===== config.mk =====
export PLATFORM = sky130hd
export DESIGN_NAME = seg_mult_scan
export DESIGN_NICKNAME = d
export VERILOG_FILES = /design/src/rtl/seg_mult_scan.sv
export SDC_FILE = /design/constraint.sdc
export NUM_CORES = 1
export LEC_CHECK = 0
export CORE_MARGIN = 2
export CORE_UTILIZATION = 59
export CTS_CLUSTER_DIAMETER = 50
export DETAILED_ROUTE_END_ITERATION = 10
export PLACE_DENSITY_LB_ADDON = 0.05
export SLEW_MARGIN = 20
export SYNTH_ARGS = -nofsm -noshare
export SYNTH_HDL_FRONTEND = slang
export SYNTH_SLANG_ARGS = --single-unit

===== constraint.sdc =====
create_clock -name clk -period 3.45 [get_ports clk]
set_input_delay 0.69 -clock clk [delete_from_list [all_inputs] [get_ports clk]]
set_output_delay 0.69 -clock clk [all_outputs]
set_load 0.005 [all_outputs]

===== src/rtl/seg_mult_scan.sv =====
// seg_mult_scan: 4x4 shift-add multiplier with double-dabble BCD conversion.
// The three held digits are time-multiplexed onto one active-low segment bus.
module seg_mult_scan #(
    parameter int SCAN_DIV = 4,
    parameter int BLANK    = 1
) (
    input  logic       clk,
    input  logic       rst,
    input  logic       start,
    input  logic [3:0] a,
    input  logic [3:0] b,
    output logic       busy,
    output logic       done,
    output logic [7:0] product,
    output logic [6:0] seg,
    output logic [2:0] an
);

    localparam int CW = (SCAN_DIV > 1) ? $clog2(SCAN_DIV) : 1;

    typedef enum logic [1:0] {IDLE, MUL, CONV} state_t;

    state_t      state_reg, state_next;
    logic [7:0]  mcand_reg, mcand_next;
    logic [3:0]  mplier_reg, mplier_next;
    logic [7:0]  acc_reg, acc_next;
    logic [2:0]  step_reg, step_next;
    logic [19:0] dbl_reg, dbl_next;
    logic        busy_reg, busy_next;
    logic        done_reg, done_next;
    logic [7:0]  product_reg, product_next;
    logic [3:0]  d2_reg, d2_next, d1_reg, d1_next, d0_reg, d0_next;
    logic [CW-1:0] scan_cnt_reg, scan_cnt_next;
    logic [1:0]  idx_reg, idx_next;
    logic [2:0]  an_reg, an_next;
    logic [6:0]  seg_reg, seg_next;
    logic [19:0] dbl_step;
    logic [7:0]  acc_sum;
    logic [3:0]  digit_sel;
    logic        digit_blank;

    // One double-dabble step: bias BCD nibbles >= 5 by 3, then shift left.
    function automatic logic [19:0] dabble(input logic [19:0] v);
        logic [19:0] t;
        t = v;
        for (int i = 0; i < 3; i++) begin
            if (t[8 + 4*i +: 4] >= 4'd5)
                t[8 + 4*i +: 4] = t[8 + 4*i +: 4] + 4'd3;
        end
        return {t[18:0], 1'b0};
    endfunction

    // Active-low 7-segment decode, bit6..bit0 = a..g.
    function automatic logic [6:0] decode(input logic [3:0] d);
        case (d)
            4'd0:    return 7'b0000001;
            4'd1:    return 7'b1001111;
            4'd2:    return 7'b0010010;
            4'd3:    return 7'b0000110;
            4'd4:    return 7'b1001100;
            4'd5:    return 7'b0100100;
            4'd6:    return 7'b0100000;
            4'd7:    return 7'b0001111;
            4'd8:    return 7'b0000000;
            4'd9:    return 7'b0000100;
            default: return 7'b1111111;
        endcase
    endfunction

    assign dbl_step = dabble(dbl_reg);
    assign acc_sum  = acc_reg + (mplier_reg[0] ? mcand_reg : 8'd0);

    // Compute FSM next state: operand latch, multiply steps, BCD steps, result load.
    always_comb begin
        state_next   = state_reg;
        mcand_next   = mcand_reg;
        mplier_next  = mplier_reg;
        acc_next     = acc_reg;
        step_next    = step_reg;
        dbl_next     = dbl_reg;
        busy_next    = busy_reg;
        done_next    = 1'b0;
        product_next = product_reg;
        d2_next      = d2_reg;
        d1_next      = d1_reg;
        d0_next      = d0_reg;
        case (state_reg)
            IDLE: begin
                if (start) begin
                    mcand_next  = {4'd0, a};
                    mplier_next = b;
                    acc_next    = 8'd0;
                    step_next   = 3'd0;
                    busy_next   = 1'b1;
                    state_next  = MUL;
                end
            end
            MUL: begin
                acc_next    = acc_sum;
                mcand_next  = {mcand_reg[6:0], 1'b0};
                mplier_next = {1'b0, mplier_reg[3:1]};
                step_next   = step_reg + 3'd1;
                if (step_reg == 3'd3) begin
                    // Seed the conversion register with the finished product.
                    dbl_next   = {12'd0, acc_sum};
                    step_next  = 3'd0;
                    state_next = CONV;
                end
            end
            CONV: begin
                dbl_next  = dbl_step;
                step_next = step_reg + 3'd1;
                if (step_reg == 3'd7) begin
                    product_next = acc_reg;
                    d2_next      = dbl_step[19:16];
                    d1_next      = dbl_step[15:12];
                    d0_next      = dbl_step[11:8];
                    busy_next    = 1'b0;
                    done_next    = 1'b1;
                    state_next   = IDLE;
                end
            end
            default: state_next = IDLE;
        endcase
    end

    // Compute scan position and the matching segment pattern; built from the
    // next digit values so new digits appear on the bus at the load edge.
    always_comb begin
        scan_cnt_next = scan_cnt_reg + CW'(1);
        idx_next      = idx_reg;
        if (scan_cnt_reg == CW'(SCAN_DIV - 1)) begin
            scan_cnt_next = '0;
            idx_next      = (idx_reg == 2'd2) ? 2'd0 : idx_reg + 2'd1;
        end
        digit_sel   = d0_next;
        digit_blank = 1'b0;
        an_next     = 3'b110;
        case (idx_next)
            2'd1: begin
                digit_sel   = d1_next;
                digit_blank = (BLANK != 0) && (d2_next == 4'd0) && (d1_next == 4'd0);
                an_next     = 3'b101;
            end
            2'd2: begin
                digit_sel   = d2_next;
                digit_blank = (BLANK != 0) && (d2_next == 4'd0);
                an_next     = 3'b011;
            end
            default: begin
                digit_sel   = d0_next;
                digit_blank = 1'b0;
                an_next     = 3'b110;
            end
        endcase
        seg_next = digit_blank ? 7'b1111111 : decode(digit_sel);
    end

    // State and display registers; reset aborts any computation in flight.
    always_ff @(posedge clk or posedge rst) begin
        if (rst) begin
            state_reg    <= IDLE;
            mcand_reg    <= 8'd0;
            mplier_reg   <= 4'd0;
            acc_reg      <= 8'd0;
            step_reg     <= 3'd0;
            dbl_reg      <= 20'd0;
            busy_reg     <= 1'b0;
            done_reg     <= 1'b0;
            product_reg  <= 8'd0;
            d2_reg       <= 4'd0;
            d1_reg       <= 4'd0;
            d0_reg       <= 4'd0;
            scan_cnt_reg <= '0;
            idx_reg      <= 2'd0;
            an_reg       <= 3'b110;
            seg_reg      <= 7'b0000001;
        end else begin
            state_reg    <= state_next;
            mcand_reg    <= mcand_next;
            mplier_reg   <= mplier_next;
            acc_reg      <= acc_next;
            step_reg     <= step_next;
            dbl_reg      <= dbl_next;
            busy_reg     <= busy_next;
            done_reg     <= done_next;
            product_reg  <= product_next;
            d2_reg       <= d2_next;
            d1_reg       <= d1_next;
            d0_reg       <= d0_next;
            scan_cnt_reg <= scan_cnt_next;
            idx_reg      <= idx_next;
            an_reg       <= an_next;
            seg_reg      <= seg_next;
        end
    end

    assign busy    = busy_reg;
    assign done    = done_reg;
    assign product = product_reg;
    assign seg     = seg_reg;
    assign an      = an_reg;

endmodule

---- After elaboration in Yosys (flattened, before gate mapping) ----
Memories as Yosys holds them, arrays and structs flattened.
Index checks and enable logic that the tools add are counted.
operators by class
  equality and inequality tests ........... 11
  reductions and logical operators ........ 14
  mux-type cells .......................... 37
  add/subtract/negate cells ............... 7
  $lt $le $gt $ge ......................... 3
operators with widths
  operator               count
  $pmux W20 S2           1
  $mux W4                9
  $pmux W8 S2            2
  $mux W8                3
  $mux W20               1
  $pmux W4 S2            2
  $ge A4 B3 Y1 const B   3
  $mux W2                6
  $mux W3                3
  $pmux W3 S3            1
  $add A4 B2 Y4 const B  2
  $add A8 B8 Y8          1
  $eq A2 B2 Y1 const B   4
  $logic_not A4 Y1       2
  $reduce_and A2 Y1      4
  $mux W7                1
  $ne A2 B2 Y1 const B   3
  $pmux W2 S3            1
  $pmux W3 S2            1
  $reduce_and A3 Y1      2
  $reduce_bool A2 Y1     3
  $add A2 B1 Y2 const B  2
  $eq A2 B1 Y1 const B   2
  $mux W1                4
  other kinds (8)        9
word-level totals
  ROM bits ................................ 112
  output and inout port bits .............. 20
  memories ................................ 1
  register bits after elaboration ......... 81
memory list
  memory            words  width  rd ports  clocked after memory_dff  write ports  RTL line  text
  (name not given)  16     7      1         0                         0            55        case (d)

---- Depth between registers and ports, before layout ----
Gate-level depths: netlist of run 1.
  depth after elaboration ................. 8
  gate-level depth with buffers ........... 14
  depth with buffers taken out ............ 14

---- Least setup slack after synthesis of run 1 ----
No wires, ideal clock.
  kind .................................... register to register
  start point ............................. register step_reg[0]
  end point ............................... register seg_reg[6] (netlist: seg[6])
  data arrival time ....................... 2.865 ns
  path buffers ............................ 1
  setup time .............................. 0.143 ns
  slack ................................... 0.442 ns
  clock period less this slack ............ 3.008 ns
  cell stages (with the launch flop) ...... 12
  path through ............................ dfrtp_1 -> ha_1 -> ha_1 -> nand2_4 -> buf_6 -> mux2_2 -> a211oi_1 -> inv_1 -> ha_1 -> or2b_1 -> a221oi_2 -> o21ai_1
RTL lines
  what                    RTL line  text
  start, declared         27        logic [2:0] step_reg, step_next;
  start signal, assigned  183       step_reg <= step_next;
  $eq A3 B3 Y1            113       if (step_reg == 3'd7) begin
  $mux W4                 113
  $mux W4                 87        case (state_reg)
  named net d0_next[0]    32        logic [3:0] d2_reg, d2_next, d1_reg, d1_next, d0_reg, d0_next;
  $pmux W4 S2             139       case (idx_next)
  $mem_v2 Z16 W7          n/a
  $mux W7                 156       seg_next = digit_blank ? 7'b1111111 : decode(digit_sel);
  named net seg_next[6]   36        logic [6:0] seg_reg, seg_next;
  end signal, assigned    194       seg_reg <= seg_next;
  end, declared           36
The timed path passes the listed nets, and every way through them passes these cells.
A chain may end at the register's enable or synchronous reset.

---- Final worst setup path of run 1 ----
  start point ............................. register scan_cnt_reg[0]
  end point ............................... register seg_reg[6] (netlist: seg[6])
on the way
  word-level cells in the longest chain between the ends .. 6
ends and longest elaborated chain
  what                                          RTL line  text
  start, declared                               33        logic [CW-1:0] scan_cnt_reg, scan_cnt_next;
  start signal, assigned                        191       scan_cnt_reg <= scan_cnt_next;
  $eq A2 B2 Y1 *                                132       if (scan_cnt_reg == CW'(SCAN_DIV - 1)) begin
  $mux W2 *                                     132
  named net idx_next[1]                         34        logic [1:0] idx_reg, idx_next;
  $eq A2 B2 Y1 or $eq A2 B1 Y1 (tied branches)  139
  $pmux W4 S2                                   139
  $mem_v2 Z16 W7                                n/a
  $mux W7 *                                     156
  named net seg_next[6]                         36
The timed path passes the listed nets; every way through them passes the cells marked *.

==> summary.txt, run 1 <==
Outcome -> completed
Max_slew headroom -> 25.7%
Placement Cell Area -> 5030 sq um
Worst Skew -> 0.0109 ns
Worst-Margin Slew -> 1.11 ns
Remaining global-route overflow -> 0
Final setup fails -> 0
Min Clock Period, post-route -> 3.11 ns
Overall Global Routing Usage -> 26.0%
Setup Buffers After CTS -> 0
Hold Fails Final Rpt -> 0
Area Overhead vs Synth -> 13.2%
Max Clock Freq -> 322 MHz
Critical path startpoint category -> register
Leading cell types by count after synthesis -> 78 x dfrtp_1, 70 x nand2_1, 31 x o21ai_0, 30 x ha_1, 26 x a21oi_1
Synth top area share -> 42.3%
Final core occ -> 68.3%
Async set or reset register ratio after synthesis -> 100%
First-pass GRT wire length -> 17500 um
RSZ-0062 raised after global routing -> false
Max reg flops -> 20
Crit path top cell by count -> ha_1
Post-CTS Hold Buffers -> 0
Total core area -> 7650 sq um
H-tree depth reported by CTS -> 3
Clk_lat worst skew -> 0.36 ns
Largest net degree at the start of global routing -> 44
IO buf count -> 30
1st-iter DRT viols -> 132
Vias in the first global route -> 3517
Pleak -> 0.00234 uW
Slowest-stage cell, CP -> ha_1
Main area contributors after synthesis -> dfrtp_1 42%, ha_1 8.1%, nand2_1 5.7%, o21ai_0 3.4%, a21oi_1 2.8%
Seq/Total Area, Yosys -> 44.0%
Detail Route Antenna Nets -> 0
Power per Cell Area -> 541 nW/um^2
DP HPWL -> 7390 um
Final instance area -> 5230 sq um
Mapped Area -> 4620 sq um
Full die area -> 8550 sq um
CTS tree -> built
Fin crit share -> 90.1%
Mean Syn Cell Area -> 9.62 sq um
CP Cell Sequence -> ha_1 > mux2i_1 > ha_1 > inv_1 > nand2_1 > a31oi_1 > a211o_1 > inv_1 > ha_1 > or2b_1 > a221oi_2 > o21ai_1
Cell with the most instances after synthesis -> dfrtp_1
CTS resizes -> 0
Critical Path Start -> scan_cnt_reg[0]
Max Buffers Root-to-Sink -> 2
Hold Startpoint -> scan_cnt_reg[0]
Syn Inst Count -> 480
Final TNS setup -> 0 ns
Synth Net Count -> 522
Synth Register Bits -> 81
Maxcap violations -> 0
Worst EP required -> 3.66 ns
Largest stage delay, worst path -> 0.42 ns
# IOs -> 31
# rows -> 32
Root Buffer -> clkbuf_8
Detailed-route DRC error count -> 0
Initial Utilization -> 60.4%
Cell taking the most area after synthesis -> dfrtp_1
Die X -> 92.5 um
WS Path Type -> reg2reg
Final net count -> 551
Post-synth EDFFs -> 0
Global placement routability congestion -> 0.844
WL final -> 10300 um
CP max FO -> 12
Worst Hold Class -> reg2reg
# clock sinks -> 81
Wire per inst -> 16.7 um
Initial antenna violation count -> 0
Worst-path clk slew -> 0.08 ns
Total iterations of the first detailed-routing run -> 4
Via count -> 3667
# fillers -> 649
R2R Path Start -> scan_cnt_reg[0]
Yosys warnings -> 0
Final Max Tran Viols -> 0
Top FF cell, synth -> dfrtp_1
Die H -> 92.5 um
Crit. End Element -> register
CTS buffer count -> 9
Cell variety after synth -> 69
Share of layout cells above drive strength 1 -> 8.37%
Vias/cell -> 5.95
Peak supply drop -> 0.405 mV
Antenna diode count -> 0
Arr. time, crit path -> 3.32 ns
worst max-delay path, delay by kind of cell (launching register included):
kind | cells | cell delay [ns]
adder cells (fa/ha/maj) | 3 | 0.85
flip-flops | 1 | 0.39
AND/OR/NAND/NOR | 2 | 0.35
multiplexers | 1 | 0.25
AO/OA/AOI/OAI | 4 | 0.85
buffers and inverters | 2 | 0.28
kinds of logic (layout without fill, tap and decap cells):
logic type | after synthesis | count (layout) | synth area share, %
xor+xnor | 9 | 9 | 1.71
mux | 9 | 9 | 2.00
fa+ha+maj | 31 | 31 | 8.56
compound gates | 149 | 149 | 23.3
flops | 81 | 81 | 44.0
buf+inv | 48 | 82 | 4.42
simple gates | 153 | 153 | 16.0
final cells by class:
cell class	instances	area, sq um	share of cell area [%]
repair buffers	39	380	7.28
well taps	102	128	2.44
clock inverters	6	68.8	1.32
flip-flops and latches	81	2030	38.9
multi-input cells	351	2390	45.7
inverters	27	104	1.99
clock buffers	10	128	2.44
metal layers:
layer,vias to the layer above,global-route usage [%],wire length (um)
li1,1793,-,-
met4,0,8.71,106
met3,8,3.25,401
met1,1795,37.8,5070
met5,-,0,0
met2,71,40.6,4710
cell usage in the layout (no fill, tap or decap), types with 9 or more instances in the layout:
cell,netlist,layout
a21oi_1,26,26
a22o_1,9,9
and2_1,15,15
clkbuf_8,0,9
clkdlybuf4s50_1,0,30
dfrtp_1,78,78
ha_1,30,30
inv_1,25,24
nand2_1,70,70
nor2_1,18,18
o21ai_0,31,30
o22ai_1,11,11
per-stage QoR:
step | setup slack (ns) | cells | hold WS, ns | power, uW
2_1_floorplan | 0.442 | 480 | 0.403 | 1910
3_3_place_gp | 0.454 | 600 | 0.412 | 2100
3_5_place_dp | 0.357 | 600 | 0.423 | 2140
4_1_cts | 0.346 | 616 | 0.435 | 2830
5_1_grt | 0.0416 | 616 | 0.470 | 3010
6_report | 0.342 | 616 | 0.436 | 2830
final timing paths:
check	depth (start not counted)	end	slack (ns)
hold / removal	1	scan_cnt_reg[0]	0.44
hold reg to reg	1	scan_cnt_reg[0]	0.44
setup reg to reg	12	seg[6]	0.34
max in group asynchronous	3	dbl_reg[0]	2.04
min in group asynchronous	2	product[3]	0.75
setup / recovery	12	seg[6]	0.34
report_power, final:
group / leakage (uW) / internal [uW] / switching (uW)
sequential: 0.00108 / 1100 / 139
combinational: 0.00118 / 377 / 509
clock: 0.0000847 / 335 / 363
total: 0.00234 / 1820 / 1010
Power figures use the tool's default switching activity.
==> run 2, diff against run 1 <==
PLACE_DENSITY = 0.8   (was not set)
PLACE_DENSITY_LB_ADDON = not set   (was 0.05)
SKIP_CTS_REPAIR_TIMING = 1   (was not set)
==> summary.txt, run 2 (synthesis gave the netlist of run 1 again) <==
IO buf count -> 30 (unchanged)
Cells on worst reg2reg path -> 10 (-2)
Power per Cell Area -> 529 nW/um^2 (-2.3%)
Critical path startpoint category -> register
Internal reg-to-reg setup slack -> 0.18 ns (-0.16 ns)
Largest net degree at the start of global routing -> 60 (+36%)
Min Clock Period, post-route -> 3.27 ns (+0.162 ns)
Final core occ -> 68.0% (-0.29 points)
Max Clock Freq -> 306 MHz (-5.0%)
Die H -> 92.5 um (unchanged)
# rows -> 32 (unchanged)
Wire per inst -> 15.5 um (-7.2%)
Setup ws final -> 0.181 ns (-0.162 ns)
Worst Hold Class -> reg2reg
Share of layout cells above drive strength 1 -> 8.17% (-0.19 points)
Global placement routability congestion -> 0.898 (+6.4%)
Arr. time, crit path -> 3.48 ns (+0.16 ns)
Max reg flops -> 20 (unchanged)
Worst setup path endpoint -> seg[3]
# clock sinks -> 81 (unchanged)
Clock network fraction of total power -> 22.6% (-2.1 points)
First-pass GRT wire length -> 16600 um (-5.2%)
Initial antenna violation count -> 0 (unchanged)
Worst slack, placed -> 0.237 ns (-0.120 ns)
Seq pwr share -> 45.1% (+1.2 points)
Worst flop-to-flop path endpoint -> seg[3]
Critical Path Start -> step_reg[0]
Peak supply drop -> 0.428 mV (+5.9%)
# IOs -> 31 (unchanged)
R2R Path Start -> step_reg[0]
Internal -> 1770 uW (-2.4%)
RSZ-0062 raised after global routing -> false
Commonest non-fill, non-tap cell in the layout -> dfrtp_1
Pleak -> 0.00234 uW (about the same)
Total iterations of the first detailed-routing run -> 5 (+1)
Vias in the first global route -> 3600 (+2.4%)
Initial Utilization -> 60.4% (unchanged)
Maxcap violations -> 0 (unchanged)
Full die area -> 8550 sq um (unchanged)
Via count -> 3681 (+0.38%)
Comb pwr share -> 32.3% (+1.0 points)
Final setup fails -> 0 (unchanged)
Overall Global Routing Usage -> 24.3% (-1.7 points)
Worst Skew -> 0.0104 ns (-0.000520 ns)
Crit. End Element -> register
Fin crit share -> 94.8% (+4.7 points)
WS Path Type -> reg2reg
Root Buffer -> clkbuf_8
Total core area -> 7650 sq um (unchanged)
CTS buffer count -> 9 (unchanged)
Final TNS setup -> 0 ns (unchanged)
Worst-path clk slew -> 0.08 ns (about the same)
CP max FO -> 22 (+10)
Antenna diode count -> 0 (unchanged)
Max_slew headroom -> 32.1% (+6.4 points)
Worst-Margin Slew -> 0.993 ns (-0.114 ns)
Vias/cell -> 5.98 (+0.38%)
Hold Fails Final Rpt -> 0 (unchanged)
Final Max Tran Viols -> 0 (unchanged)
Detail Route Antenna Nets -> 0 (unchanged)
Sw Pwr -> 980 uW (-3.1%)
Placement Cell Area -> 5030 sq um (unchanged)
H-tree depth reported by CTS -> 3 (unchanged)
DP HPWL -> 7000 um (-5.3%)
Outcome -> completed
Area Overhead vs Synth -> 12.7%
Final net count -> 551 (unchanged)
Sw frac -> 35.6% (-0.16 points)
Detailed-route DRC error count -> 0 (unchanged)
CTS tree -> built
WL final -> 9550 um (-7.2%)
1st-iter DRT viols -> 270 (+100%)
Worst EP required -> 3.66 ns (about the same)
Max Buffers Root-to-Sink -> 2 (unchanged)
Commonest non-fill, non-tap cells in the layout -> 78 x dfrtp_1, 70 x nand2_1, 31 x o21ai_0
Remaining global-route overflow -> 0 (unchanged)
Die X -> 92.5 um (unchanged)
Pwr Total -> 2750 uW (-2.7%)
Clk_lat worst skew -> 0.36 ns (about the same)
Final instance area -> 5200 sq um (-0.43%)
==> run 2: worst min-delay path by stage <==
stage | from | end | slack [ns] | cells after the start
after floorplan | scan_cnt_reg[0] | scan_cnt_reg[0] | 0.40 | 1
after global placement | scan_cnt_reg[0] | scan_cnt_reg[0] | 0.41 | 1
after detailed placement | scan_cnt_reg[0] | scan_cnt_reg[0] | 0.44 | 1
after CTS | scan_cnt_reg[0] | scan_cnt_reg[0] | 0.45 | 1
after global routing | scan_cnt_reg[0] | scan_cnt_reg[0] | 0.48 | 1
final | scan_cnt_reg[0] | scan_cnt_reg[0] | 0.46 | 1
==> run 2: routing by layer <==
metal  up-vias  global-route usage [%]  routed length (um)
met5         -                       0                   0
met4         0                    8.08                 103
met3        11                    3.34                 332
met2        85                    37.7                4480
met1      1790                    35.3                4630
li1       1795                       -                   -
==> run 2: final cells by class <==
| class | instances | area (sq um) |
|---|---|---|
| fill | 586 | 2440 |
| multi-input combinational | 351 | 2390 |
| sequential | 81 | 2030 |
| timing repair buffer | 39 | 380 |
| clock buffer | 12 | 145 |
| tap | 102 | 128 |
| inverter | 27 | 104 |
| clock inverter | 4 | 28.8 |
==> run 2: power by group through the flow <==
stage | Clock [uW] | Combinational, uW | Sequential (uW)
global placement | 0 | 846 | 1250
detailed placement | 0 | 882 | 1260
floorplan | 0 | 700 | 1210
finish | 622 | 888 | 1240
global route | 684 | 1010 | 1260
CTS | 634 | 892 | 1240
==> run 2: worst max-delay path, cell delays in order (launching register included) <==
cell and delay (ns):
dfrtp_1 0.41, ha_1 0.24, ha_1 0.23, nand2_4 0.26, clkinv_2 0.27, and4_1 0.30
o31a_1 0.31, a211o_1 0.31, ha_1 0.32, nor4_1 0.34, o21ai_1 0.12
==> run 2: stage by stage <==
step,hold WS (ns),instances
final,0.455,616
after global routing,0.481,616
after CTS,0.453,616
after detailed placement,0.444,600
after global placement,0.413,600
after floorplan,0.403,480
